**config.mk**
```make
export PLATFORM = sky130hd
export DESIGN_NAME = augment_sequencer
export DESIGN_NICKNAME = d
export VERILOG_FILES = /design/src/rtl/augment_pkg.sv /design/src/rtl/augment_watchdog.sv /design/src/rtl/augment_sequencer.sv
export SDC_FILE = /design/constraint.sdc
export NUM_CORES = 1
export LEC_CHECK = 0
export ABC_AREA = 1
export BUFFER_PORTS_ARGS = -buffer_cell sky130_fd_sc_hd__clkbuf_2
export CAP_MARGIN = 20
export CORE_UTILIZATION = 41
export DETAILED_ROUTE_END_ITERATION = 10
export PLACE_DENSITY = 0.62
export SETUP_SLACK_MARGIN = 0.15
export SLEW_MARGIN = 20
export SYNTH_ARGS = -nofsm -noshare
export SYNTH_HDL_FRONTEND = slang
export SYNTH_SLANG_ARGS = --single-unit
```
**constraint.sdc**
```tcl
create_clock -name clk -period 1.8 [get_ports clk]
set_input_delay 0.54 -clock clk [delete_from_list [all_inputs] [get_ports clk]]
set_output_delay 0.54 -clock clk [all_outputs]
set_load 0.01 [all_outputs]
```
**src/rtl/augment_pkg.sv**
```systemverilog
`default_nettype none
// ============================================================================
// Module      : augment_pkg
// Description : Shared types and constants for the augmentation sequencer and
//               its helpers: FSM state encoding, default stage count, stage
//               index names and ping-pong buffer identifiers.
// Revision    : 1.0 - initial release
// ============================================================================
package augment_pkg;

    // Default number of augmentation stages in the pipeline.
    localparam int c_NUM_STAGES = 4;

    // Stage index names (index 0 runs first).
    localparam int c_STAGE_CROP   = 0;
    localparam int c_STAGE_ROTATE = 1;

    // Ping-pong BRAM buffer identifiers.
    localparam logic c_BUF_A = 1'b0;
    localparam logic c_BUF_B = 1'b1;

    // Sequencer states, explicitly encoded.
    typedef enum logic [2:0] {
        S_IDLE    = 3'd0,
        S_SCAN    = 3'd1,
        S_START   = 3'd2,
        S_WAIT    = 3'd3,
        S_ADVANCE = 3'd4,
        S_DONE    = 3'd5,
        S_ERROR   = 3'd6
    } state_t;

endpackage : augment_pkg
`default_nettype wire

```
**src/rtl/augment_watchdog.sv**
```systemverilog
`default_nettype none
// ============================================================================
// Module      : augment_watchdog
// Description : Cycle counter used to detect a hung stage. Counts while
//               enabled, saturates once it reaches TIMEOUT_CYCLES-1 and
//               reports that as expired. Intended for reuse by other paths.
// Ports       : clk       - system clock
//               reset     - asynchronous active-low reset
//               i_clear   - synchronous clear to zero (wins over enable)
//               i_enable  - count one cycle
//               o_expired - counter sits at TIMEOUT_CYCLES-1
// Revision    : 1.0 - initial release
// ============================================================================
module augment_watchdog #(
    parameter int TIMEOUT_CYCLES = 1048576,
    parameter int CNT_W          = 20      // 2**CNT_W must cover TIMEOUT_CYCLES
) (
    input  logic clk,
    input  logic reset,
    input  logic i_clear,
    input  logic i_enable,
    output logic o_expired
);

    localparam logic [CNT_W-1:0] c_LAST = CNT_W'(TIMEOUT_CYCLES - 1);

    logic [CNT_W-1:0] r_count;

    // Saturate at the terminal value so a stalled consumer never sees the
    // counter wrap back to zero and drop the expired indication.
    always_ff @(posedge clk or negedge reset) begin
        if (!reset) begin
            r_count <= '0;
        end else if (i_clear) begin
            r_count <= '0;
        end else if (i_enable && !o_expired) begin
            r_count <= r_count + CNT_W'(1);
        end
    end

    assign o_expired = (r_count == c_LAST);

endmodule : augment_watchdog
`default_nettype wire

```
**src/rtl/augment_sequencer.sv**
```systemverilog
`default_nettype none
// ============================================================================
// Module      : augment_sequencer
// Description : Runs the enabled augmentation stages one after another on a
//               single image, giving each exclusive use of a ping-pong buffer
//               pair and reporting the buffer that holds the final image.
//               A watchdog restarts a stage that never signals completion.
// Ports       : clk, reset          - clock, asynchronous active-low reset
//               job_start           - one-cycle job request (IDLE/ERROR only)
//               job_abort           - level abort, restarts the active stage
//               stage_enable        - stage mask, latched on job acceptance
//               stage_start         - one-hot start pulse to a stage
//               stage_done          - per-stage completion pulses
//               stage_restart       - one-hot restart pulse (hang or abort)
//               src_buf / dst_buf   - buffers read / written by active stage
//               busy, job_done      - job in flight, completion interrupt
//               result_buf          - buffer holding the final image
//               error, error_stage  - sticky timeout flag and stage index
// Revision    : 1.0 - initial release
// ============================================================================
module augment_sequencer
    import augment_pkg::*;
#(
    parameter  int NUM_STAGES     = c_NUM_STAGES,
    parameter  int TIMEOUT_CYCLES = 1048576,
    parameter  int CNT_W          = 20,
    localparam int IDX_W          = $clog2(NUM_STAGES)
) (
    input  logic                  clk,
    input  logic                  reset,
    input  logic                  job_start,
    input  logic                  job_abort,
    input  logic [NUM_STAGES-1:0] stage_enable,
    output logic [NUM_STAGES-1:0] stage_start,
    input  logic [NUM_STAGES-1:0] stage_done,
    output logic [NUM_STAGES-1:0] stage_restart,
    output logic                  src_buf,
    output logic                  dst_buf,
    output logic                  busy,
    output logic                  job_done,
    output logic                  result_buf,
    output logic                  error,
    output logic [IDX_W-1:0]      error_stage
);

    localparam logic [IDX_W-1:0] c_LAST_IDX = IDX_W'(NUM_STAGES - 1);

    state_t                r_state;
    logic [NUM_STAGES-1:0] r_en_q;
    logic [IDX_W-1:0]      r_idx;
    logic [NUM_STAGES-1:0] r_stage_start;
    logic [NUM_STAGES-1:0] r_stage_restart;
    logic                  r_src_buf;
    logic                  r_busy;
    logic                  r_job_done;
    logic                  r_result_buf;
    logic                  r_error;
    logic [IDX_W-1:0]      r_error_stage;

    logic [NUM_STAGES-1:0] w_idx_onehot;
    logic                  w_active;
    logic                  w_expired;

    always_comb begin
        w_idx_onehot        = '0;
        w_idx_onehot[r_idx] = 1'b1;
    end

    // Every state other than IDLE and ERROR belongs to a job in flight.
    assign w_active = (r_state != S_IDLE) && (r_state != S_ERROR);

    // Counter restarts in START so the first WAIT cycle sees zero.
    augment_watchdog #(
        .TIMEOUT_CYCLES (TIMEOUT_CYCLES),
        .CNT_W          (CNT_W)
    ) u_watchdog (
        .clk       (clk),
        .reset     (reset),
        .i_clear   (r_state == S_START),
        .i_enable  (r_state == S_WAIT),
        .o_expired (w_expired)
    );

    always_ff @(posedge clk or negedge reset) begin
        if (!reset) begin
            r_state         <= S_IDLE;
            r_en_q          <= '0;
            r_idx           <= '0;
            r_stage_start   <= '0;
            r_stage_restart <= '0;
            r_src_buf       <= c_BUF_A;
            r_busy          <= 1'b0;
            r_job_done      <= 1'b0;
            r_result_buf    <= 1'b0;
            r_error         <= 1'b0;
            r_error_stage   <= '0;
        end else begin
            // Pulse outputs default low; states below raise them for a cycle.
            r_stage_start   <= '0;
            r_stage_restart <= '0;
            r_job_done      <= 1'b0;

            if (job_abort && w_active) begin
                // Abort outranks a same-cycle done or timeout. Only a stage
                // that has been (or is being) started needs a restart.
                if (r_state == S_START || r_state == S_WAIT) begin
                    r_stage_restart <= w_idx_onehot;
                end
                r_busy  <= 1'b0;
                r_state <= S_IDLE;
            end else begin
                case (r_state)
                    S_IDLE, S_ERROR: begin
                        if (job_start) begin
                            r_en_q    <= stage_enable;
                            r_idx     <= '0;
                            r_src_buf <= c_BUF_A;
                            r_error   <= 1'b0;
                            r_busy    <= 1'b1;
                            r_state   <= S_SCAN;
                        end
                    end
                    S_SCAN: begin
                        if (r_en_q[r_idx]) begin
                            r_state <= S_START;
                        end else if (r_idx != c_LAST_IDX) begin
                            r_idx <= r_idx + IDX_W'(1);
                        end else begin
                            r_state <= S_DONE;
                        end
                    end
                    S_START: begin
                        r_stage_start <= w_idx_onehot;
                        r_state       <= S_WAIT;
                    end
                    S_WAIT: begin
                        // Done from the active stage beats a same-cycle expiry.
                        if (stage_done[r_idx]) begin
                            r_state <= S_ADVANCE;
                        end else if (w_expired) begin
                            r_stage_restart <= w_idx_onehot;
                            r_error         <= 1'b1;
                            r_error_stage   <= r_idx;
                            r_busy          <= 1'b0;
                            r_state         <= S_ERROR;
                        end
                    end
                    S_ADVANCE: begin
                        // The finished stage's output buffer feeds the next one.
                        r_src_buf <= ~r_src_buf;
                        if (r_idx == c_LAST_IDX) begin
                            r_state <= S_DONE;
                        end else begin
                            r_idx   <= r_idx + IDX_W'(1);
                            r_state <= S_SCAN;
                        end
                    end
                    S_DONE: begin
                        r_result_buf <= r_src_buf;
                        r_job_done   <= 1'b1;
                        r_busy       <= 1'b0;
                        r_state      <= S_IDLE;
                    end
                    default: begin
                        r_busy  <= 1'b0;
                        r_state <= S_IDLE;
                    end
                endcase
            end
        end
    end

    assign stage_start   = r_stage_start;
    assign stage_restart = r_stage_restart;
    assign src_buf       = r_src_buf;
    assign dst_buf       = ~r_src_buf;
    assign busy          = r_busy;
    assign job_done      = r_job_done;
    assign result_buf    = r_result_buf;
    assign error         = r_error;
    assign error_stage   = r_error_stage;

endmodule : augment_sequencer
`default_nettype wire

```
==> impl_metrics.toml <==
[global_route]
grt_pass1_vias = 2251
grt_pass1_wl_um = 10400
grt_start_max_net_pins = 45
grt.total_usage_pct = 20.5
grt-ovfl-total = 0
antenna_found_initial = 0

[critical_path]
cp_max_fo = 6
reg2reg_depth = 11
crit_required_ps = 2040
worstReg2RegEnd = "u_watchdog.r_count[15]"
reg2reg_from = "u_watchdog.r_count[1]"
crit_path_end_kind = "flop"
regToRegSetupSlack_ps = 210
crit_path_start_kind = "flop"
path_class = "reg2reg"
worstPathArrival_ps = 1840

[placed_design]
hpwl_um = 4590
gp_congestion = 0.924
place_area_um2 = 2900
io_buffers = 27

[floorplan]
die_w_um = 81.9
ios = 28
fp-row-count = 28
die_area_um2 = 6710
coreArea_um2 = 6030
start_util_pct = 43.5
die_h_um = 81.9

[routing]
drtIter0Drc = 165
routedWlPerCell_um = 13.4
drc = 0
vias_per_cell = 5.07
antenna_left = 0
drtPass1Iterations = 5
num_vias = 2448
drt-total-wl_um = 6480

[logic_synthesis]
synth_cells = 358
yosysWarningCount = 0
yosysUniqueCellTypes = 30
syn-cell-area_um2 = 2620
synth_seq_cells = 44
synth.avg_cell_area_um2 = 7.32
syn-num-nets = 375
synth_seq_area_share_pct = 42.0

[sta]
finalCritPeriodShare_pct = 88.6
slew_violations = 0
post-route-min-period_ps = 1590
fmax_mhz = 627
tightest_slew_ps = 324
hold_violations = 0
final-setup-viol-count = 0
fin_setup_tns_ps = 0
relSlewSlack_pct = 78.3
clock_skew_ps = 3.39
rsz0062_at_grt = "true"

[clocking]
cts.clk_slew.worst_paths_ps = 80
cts_made_buffers = 5
clockBufferDepth = 2
cts_tree = "yes"
cts_sinks = 44
insertion_delay_ps = 300
htree_levels = 2
cts-root-buf = "clkbuf_8"

[cells_and_area]
fin_nets = 424
design_area_um2 = 3180
final_common_cell = "nand2_1"
area_growth_pct = 21.4
fillCellCount = 598
diodes = 0
final_cell_mix = "115 x nand2_1, 43 x dfrtp_1, 37 x nor2_1"
drive_above_1_share_pct = 23.0

[pwr]
p_leak_nw = 1.62
p_per_area_nw_per_um2 = 1120
peakVddDrop_mv = 0.719

[worst_hold_path]
hp-class = "in2async"

[run]
maxCapViolations = 0

[status]
outcome = "completed"
[Yosys cell counts (all sizes together)]
library cell / n / area share [%]
buf: 5 / 1.2
o21ai: 18 / 3.7
xnor2: 5 / 1.7
nor3: 6 / 1.1
nand2: 125 / 19
a21o: 1 / 0.29
a21oi: 6 / 1.1
nor2: 46 / 8.4
a31oi: 1 / 0.24
dfrtp: 44 / 42
xor2: 2 / 0.67
ha: 5 / 2.4
nand3b: 1 / 0.29
clkinv: 1 / 0.33
nand3: 38 / 7.3
o21bai: 1 / 0.29
inv: 41 / 5.9
nand4: 7 / 1.7
and3: 1 / 0.24
mux2: 4 / 1.7
[per-layer routing]
metal	global-route usage (%)	routed length (um)	share of wire [%]	vias to the layer above
li1	-	-	-	1238
met3	3.56	280	4.3	12
met4	5.09	106	1.6	0
met2	32.6	3000	46	73
met5	0	0	0	-
met1	28.6	3090	48	1125
[logic make-up (layout without fill, tap and decap cells)]
| group | after synthesis | count (layout) | share of synthesized area [%] |
|---|---|---|---|
| AND/OR/NAND/NOR | 224 | 226 | 38.4 |
| multiplexers | 4 | 4 | 1.72 |
| flip-flops | 44 | 44 | 42.0 |
| AO/OA/AOI/OAI | 27 | 27 | 5.68 |
| buffers and inverters | 47 | 95 | 7.40 |
| adder cells (fa/ha/maj) | 5 | 5 | 2.39 |
| XOR/XNOR | 7 | 7 | 2.34 |
[layout make-up]
class / instances / area [um2] / area share, %
well taps: 75 / 93.8 / 2.95
clock buffers: 5 / 68.8 / 2.16
repair inverters: 1 / 8.76 / 0.275
multi-input cells: 269 / 1410 / 44.5
repair buffers: 44 / 275 / 8.65
flip-flops and latches: 44 / 1100 / 34.7
clock inverters: 3 / 42.5 / 1.34
inverters: 42 / 175 / 5.51
[worst max-delay path, stage by stage (launching register included)]
cell and delay, ps:
dfrtp_1 410, ha_4 190, inv_4 50, nor2_4 110
nand2_4 90, nor2_8 130, nand2_4 90, nand2_8 130
nand2_8 90, inv_6 110, nand2_1 60, nand2_1 60
[per-stage QoR]
stage                     setup slack [ps]  cells  util [%]  power [mW]  hold WS [ps]
after floorplan                        190    358         -        2.25           244
after global placement                 204    463      48.2        2.61           478
after detailed placement               166    463      48.2        2.65           476
after CTS                              151    471      50.0        3.41           213
after global routing                  99.0    483      52.8        3.84           239
final                                  206    483      52.8        3.58           206
[report_power, final]
part	internal, mW	switching (mW)	total [mW]
logic	0.537	0.981	1.52
clock network	0.411	0.353	0.764
registers	1.16	0.138	1.30
total	2.11	1.47	3.58
[how the worst max path moves through the flow]
stage | to | startpoint | cells past startpoint | slack (ps)
after detailed placement | r_state[0] | r_state[2] | 8 | 170
after global placement | u_watchdog.r_count[12] | u_watchdog.r_count[1] | 11 | 200
after global routing | stage_restart[0] | u_watchdog.r_count[1] | 10 | 100
final | u_watchdog.r_count[15] | u_watchdog.r_count[1] | 11 | 210
after floorplan | u_watchdog.r_count[6] | u_watchdog.r_count[0] | 11 | 190
after CTS | r_state[0] | r_state[2] | 8 | 150
[what timing repair did]
action / in CTS / in global routing
resized for setup: 0 / 21
endpoints found under the setup margin: 0 / 35
hold buffers: 0 / 0
setup buffers: 0 / 9
[state kept, by name, summed over array words and instances, names as in the netlist]
| register | flops |
|---|---|
| result_buf | 1 |
| stage_start | 4 |
| error | 1 |
| u_watchdog.r_count | 20 |
| error_stage | 2 |
| r_idx | 2 |
| r_state | 3 |
| stage_restart | 4 |
| job_done | 1 |
| src_buf | 1 |
| r_en_q | 4 |
| busy | 1 |
(Power assumes the default switching activity.)
